$ cat src/rtl/alu_operand_regfile.sv
// -----------------------------------------------------------------------------
// alu_operand_regfile
//
// Purpose:
//   Operand source and result sink for the ALU. A 32x32 general-purpose
//   register file with two combinational read ports that feed the ALU inputs
//   and one write-back port that accepts the ALU result or a multi-cycle result.
//   A per-register busy scoreboard records the destinations of issued
//   multi-cycle operations that have not yet written back. Stall is raised on
//   read-after-write hazards (a consumed operand is still pending) and on
//   write-after-write hazards (issuing to a register that is already pending).
//   Register 0 is hardwired to zero. It never becomes busy and never stalls.
//
// Ports:
//   clk        in   1     clock, rising-edge active
//   rst        in   1     asynchronous active-high reset
//   RdAddr1    in   AW    read port 1 address (rs)
//   RdUse1     in   1     port 1 operand consumed this cycle (hazard-checked)
//   RdData1    out  DW    read port 1 data (ALU DataIn1)
//   RdAddr2    in   AW    read port 2 address (rt)
//   RdUse2     in   1     port 2 operand consumed this cycle (hazard-checked)
//   RdData2    out  DW    read port 2 data (ALU DataIn2)
//   WrEn       in   1     write-back strobe (not gated by Stall)
//   WrAddr     in   AW    write-back destination
//   WrData     in   DW    write-back data
//   IssueEn    in   1     multi-cycle op issued this cycle
//   IssueAddr  in   AW    destination of the issued op
//   Stall      out  1     hazard; hold decode/issue this cycle
//   BusyVec    out  NREG  scoreboard snapshot, bit n = register n pending
//
// Configuration macro:
//   WB_BYPASS_EN  When defined, a write-back in the same cycle is forwarded to
//                 matching read ports (write-first). A register retiring this
//                 cycle also does not stall its consumer or a re-issue. When
//                 undefined, reads return the pre-edge array value, and the
//                 consumer stalls one extra cycle.
// -----------------------------------------------------------------------------
module alu_operand_regfile #(
    parameter int DW   = 32,
    parameter int NREG = 32,
    parameter int AW   = 5
) (
    input  logic            clk,
    input  logic            rst,
    input  logic [AW-1:0]   RdAddr1,
    input  logic            RdUse1,
    output logic [DW-1:0]   RdData1,
    input  logic [AW-1:0]   RdAddr2,
    input  logic            RdUse2,
    output logic [DW-1:0]   RdData2,
    input  logic            WrEn,
    input  logic [AW-1:0]   WrAddr,
    input  logic [DW-1:0]   WrData,
    input  logic            IssueEn,
    input  logic [AW-1:0]   IssueAddr,
    output logic            Stall,
    output logic [NREG-1:0] BusyVec
);

    logic [DW-1:0]   regs [NREG];
    logic [NREG-1:0] busy;
    logic [NREG-1:0] busy_next;

    logic wr_hit;
    logic issue_ok;
    logic clr1;
    logic clr2;
    logic clr_i;
    logic stall_c;

    logic [DW-1:0] arr_data1;
    logic [DW-1:0] arr_data2;

    // One-hot mask of a register address. Register 0 maps to an empty mask,
    // so scoreboard updates aimed at r0 fall away naturally.
    function automatic logic [NREG-1:0] addr_mask(input logic [AW-1:0] addr);
        logic [NREG-1:0] m;
        m = '0;
        if (addr != '0) begin
            m[addr] = 1'b1;
        end
        return m;
    endfunction

    // Pending lookup. Register 0 is never pending.
    function automatic logic is_busy(input logic [NREG-1:0] vec,
                                     input logic [AW-1:0]   addr);
        return (addr != '0) && vec[addr];
    endfunction

    // Array read with register 0 forced to zero.
    function automatic logic [DW-1:0] gate_zero(input logic [AW-1:0] addr,
                                                input logic [DW-1:0] value);
        return (addr == '0) ? '0 : value;
    endfunction

    assign wr_hit = WrEn && (WrAddr != '0);

    // A write-back that retires in this cycle can satisfy a hazard only when
    // its data is forwarded. Without forwarding the consumer must wait until
    // the array holds the value.
`ifdef WB_BYPASS_EN
    assign clr1  = wr_hit && (WrAddr == RdAddr1);
    assign clr2  = wr_hit && (WrAddr == RdAddr2);
    assign clr_i = wr_hit && (WrAddr == IssueAddr);
`else
    assign clr1  = 1'b0;
    assign clr2  = 1'b0;
    assign clr_i = 1'b0;
`endif

    always_comb begin
        stall_c = 1'b0;
        if (RdUse1 && is_busy(busy, RdAddr1) && !clr1) begin
            stall_c = 1'b1;
        end
        if (RdUse2 && is_busy(busy, RdAddr2) && !clr2) begin
            stall_c = 1'b1;
        end
        if (IssueEn && is_busy(busy, IssueAddr) && !clr_i) begin
            stall_c = 1'b1;
        end
    end

    assign Stall = stall_c;

    // A stalled issue is dropped; upstream re-presents it.
    assign issue_ok = IssueEn && !stall_c && (IssueAddr != '0);

    // The clear from write-back is applied first and the set from issue last.
    // When both target the same register the new producer stays outstanding.
    always_comb begin
        busy_next = busy;
        if (wr_hit) begin
            busy_next = busy_next & ~addr_mask(WrAddr);
        end
        if (issue_ok) begin
            busy_next = busy_next | addr_mask(IssueAddr);
        end
    end

    always_ff @(posedge clk or posedge rst) begin
        if (rst) begin
            busy <= '0;
        end else begin
            busy <= busy_next;
        end
    end

    assign BusyVec = busy;

    // Register array. Register 0 is never written, so it holds its reset zero.
    always_ff @(posedge clk or posedge rst) begin
        if (rst) begin
            for (int i = 0; i < NREG; i++) begin
                regs[i] <= '0;
            end
        end else if (wr_hit) begin
            regs[WrAddr] <= WrData;
        end
    end

    always_comb begin
        arr_data1 = gate_zero(RdAddr1, regs[RdAddr1]);
        arr_data2 = gate_zero(RdAddr2, regs[RdAddr2]);
    end

`ifdef WB_BYPASS_EN
    // Write-first forwarding. clr1/clr2 already exclude register 0.
    assign RdData1 = clr1 ? WrData : arr_data1;
    assign RdData2 = clr2 ? WrData : arr_data2;
`else
    assign RdData1 = arr_data1;
    assign RdData2 = arr_data2;
`endif

endmodule
$ cat config.mk
export PLATFORM = sky130hd
export DESIGN_NAME = alu_operand_regfile
export DESIGN_NICKNAME = d
export VERILOG_FILES = /design/src/rtl/alu_operand_regfile.sv
export SDC_FILE = /design/constraint.sdc
export NUM_CORES = 2
export LEC_CHECK = 0
export BUFFER_PORTS_ARGS = -buffer_cell sky130_fd_sc_hd__buf_4
export CAP_MARGIN = 0
export CORE_MARGIN = 1.5
export CORE_UTILIZATION = 45
export CTS_CLUSTER_DIAMETER = 50
export DETAILED_ROUTE_END_ITERATION = 10
export PLACE_DENSITY_LB_ADDON = 0.12
export RECOVER_POWER = 25
export SYNTH_ARGS = -nofsm -noshare
export SYNTH_HDL_FRONTEND = slang
export SYNTH_SLANG_ARGS = --single-unit
export TNS_END_PERCENT = 50
$ cat constraint.sdc
create_clock -name clk -period 35.6 [get_ports clk]
set_input_delay 5.34 -clock clk [delete_from_list [all_inputs] [get_ports clk]]
set_output_delay 5.34 -clock clk [all_outputs]
set_load 0.005 [all_outputs]
==> impl_metrics.json <==
{
  "hold_start": "regs[998]$_DFFE_PP0P_",
  "outcome": "complete, but fails checks",
  "routedWlPerCell_microns": 33.0,
  "synthXorXnorAreaFrac_pct": 0,
  "synth_mux_area_share_pct": 47.7,
  "hold_path_end": "regs[998]$_DFFE_PP0P_",
  "fin_crit_sh_pct": 48.6,
  "root_buffer": "clkbuf_16",
  "yosys.area_share.simple_pct": 1.49,
  "die_h_microns": 356,
  "nets": 3442,
  "cts.sinks": 1056,
  "globalRouteTotalUtil_pct": 27.3,
  "initial_core_util_pct": 45.4,
  "drc": 32,
  "cts_buffer_depth": 3,
  "dr.first_iter.drc_count": 2899,
  "power.density_mw_per_mm2": 60.3,
  "yosysWarnings": 0,
  "dp_hpwl_mm": 88.2,
  "drtAntennaViolNets": 0,
  "timing.rr.start": "BusyVec[15]$_DFF_PP0_",
  "viasPerCell": 6.53,
  "crit_fanout": 182,
  "grt_remaining_overflow": 0,
  "seq_area_frac_synth_pct": 47.0,
  "max_stage_delay_ps": 6960,
  "cts_setup_buffers": 0,
  "violations": "design-rule violations, max-capacitance violations, max-slew violations",
  "worst_pin_slew_ps": 9760,
  "synth-edff-count": 0,
  "synth_compound_area_share_pct": 0.792,
  "yosys.area_share.adder_pct": 0,
  "syn2layout_area_growth_pct": 12.3,
  "synth_top_family_by_area": "multiplexers",
  "setup_violations": 0,
  "path_cells": "clkbuf_4 > clkinvlp_2 > clkbuf_1",
  "drt_wl_total_mm": 169,
  "ys_ff_latch": 1056,
  "postCtsHoldBufs": 0,
  "num_rows": 129,
  "clkLatencyLatePin_ps": 750,
  "p_comb_share_pct": 20.4,
  "final_cell_mix": "dfrtp_1 (1056), mux2_2 (994), mux4_2 (657)",
  "grt_pass1_vias": 35842,
  "ioPinCount": 155,
  "synth_cell_types": 41,
  "cp_slowest_cell": "clkbuf_1",
  "layout_commonest_cell": "dfrtp_1",
  "cp-end-kind": "asynchronous set/reset pin",
  "die_w_microns": 356,
  "syn_inst": 3437,
  "numCtsBuffers": 137,
  "finalHoldViolCount": 0,
  "post-route-min-period_ps": 17320,
  "netlist_area_sq_mm": 0.0562,
  "required_ps": 33980,
  "portBuffers": 154,
  "syn-mean-instance-area_sq_um": 16.4,
  "fmax_ghz": 0.0577,
  "dieArea_sq_mm": 0.127,
  "fin_hold_ws_ps": 390,
  "switching_share_pct": 26.1,
  "synth_flop_cell": "dfrtp_1",
  "hold_class": "reg -> reg",
  "internal-power_mw": 2.81,
  "p_total_mw": 3.80,
  "grt_first_pass_wirelength_mm": 251,
  "slew_viol_final": 618,
  "htreeDepth": 4,
  "clkPwrFrac_pct": 37.3,
  "grt_setup_unrepaired": "false",
  "worstSetupPathType": "in -> async",
  "grt_max_degree": 183,
  "ir_drop_mv": 0.0541,
  "maxCapViolCount": 12,
  "antenna_found_initial": 3,
  "skew_ps": 8.26,
  "r2r_cells": 6,
  "setup_tns_ps": 0,
  "power.leakage_nw": 27.1,
  "syn_nets": 3495,
  "cp_data_arrival_time_ps": 15700,
  "cts_tree": "done",
  "relSlewSlack_pct": -551,
  "holdPathStages": 0,
  "path_clk_slew_ps": 50,
  "place_congestion": 0.790,
  "start_kind": "input port",
  "nFillCells": 10002,
  "ctsResizeCount": 0,
  "drive_gt1_share_pct": 60.3,
  "vias": 33485,
  "r2r_slack_ps": 32890,
  "pwr-share-seq_pct": 42.4,
  "drtPass1Iterations": 9,
  "switchingPower_mw": 0.994,
  "synth_async_sr_flop_share_pct": 100,
  "r2r_end": "BusyVec[7]$_DFF_PP0_",
  "core_area_sq_mm": 0.124
}
## per-stage QoR
stage	cells	setup WS, ps	area, sq um	util [%]
2_1_floorplan	3437	536	56200	-
3_3_place_gp	4882	20830	58600	47.3
3_5_place_dp	4882	20850	58600	47.3
4_1_cts	5123	20860	63200	51.1
5_1_grt	5123	15820	63100	51.0
6_report	5124	18280	63100	51.0
## worst max path at each step
stage / from / endpoint / slack (ps) / depth (start not counted)
after floorplan: rst / BusyVec[0]$_DFF_PP0_ / 540 / 1
after global placement: RdAddr1[0] / RdData1[30] / 20830 / 8
after detailed placement: RdAddr1[0] / RdData1[30] / 20850 / 8
after CTS: RdAddr1[0] / RdData1[30] / 20860 / 8
after global routing: rst / regs[411]$_DFFE_PP0P_ / 15820 / 3
final: rst / regs[795]$_DFFE_PP0P_ / 18280 / 3
## synthesized netlist by cell type (3+ instances only)
cell type,number,area [sq um]
a22o_1,5,43.8
a31o_1,9,78.8
a32o_1,17,170
and2_1,5,31.3
buf_1,78,293
buf_2,61,305
buf_6,4,45.0
clkbuf_1,251,942
dfrtp_1,1056,26400
inv_1,19,71.3
mux2_2,994,11200
mux2i_1,84,841
mux4_2,657,14800
nand2_1,19,71.3
nand3_1,5,25.0
nand3b_1,11,82.6
nor2_1,115,432
nor2b_1,11,68.8
nor3b_1,4,30.0
o22ai_1,3,18.8
or3b_2,4,35.0
## worst max-delay path: cells and delay by family
family | cells | cell delay, ps
buf+inv | 3 | 9950
## final cells by class
type / instances / area [sq um] / share of cell area [%]
multi-input combinational: 1966 / 28300 / 44.9
sequential: 1056 / 26400 / 41.9
clock buffer: 195 / 4050 / 6.42
tap: 1637 / 2050 / 3.24
timing repair buffer: 204 / 1580 / 2.51
clock inverter: 46 / 613 / 0.971
inverter: 19 / 77.6 / 0.123
antenna: 1 / 2.50 / 0.00396
## logic make-up (layout without fill, tap and decap cells)
logic type             after synthesis  count (layout)
AOI/OAI and AO/OA                   49              49
other                                0               1
buffers and inverters              415             464
and+or+nand+nor                    182             182
muxes                             1735            1735
DFF                               1056            1056
## registers in the layout (all words and copies together), names as in the netlist
signal   flops
regs      1024
BusyVec     32
## power groups by stage
stage / logic (mW) / clock network (mW) / registers (mW)
floorplan: 0.596 / 0 / 1.57
global placement: 0.760 / 0 / 1.60
detailed placement: 0.780 / 0 / 1.63
CTS: 0.783 / 1.44 / 1.60
global route: 0.828 / 1.50 / 1.64
finish: 0.775 / 1.42 / 1.61
## routing by layer
layer	track usage, %	vias up	wire [microns]
li1	-	13344	-
met1	37.8	18618	71600
met2	43.3	1199	81100
met3	5.49	322	11100
met4	9.26	2	5520
met5	0	-	12
Note: power is estimated with default switching activity, not from simulation.
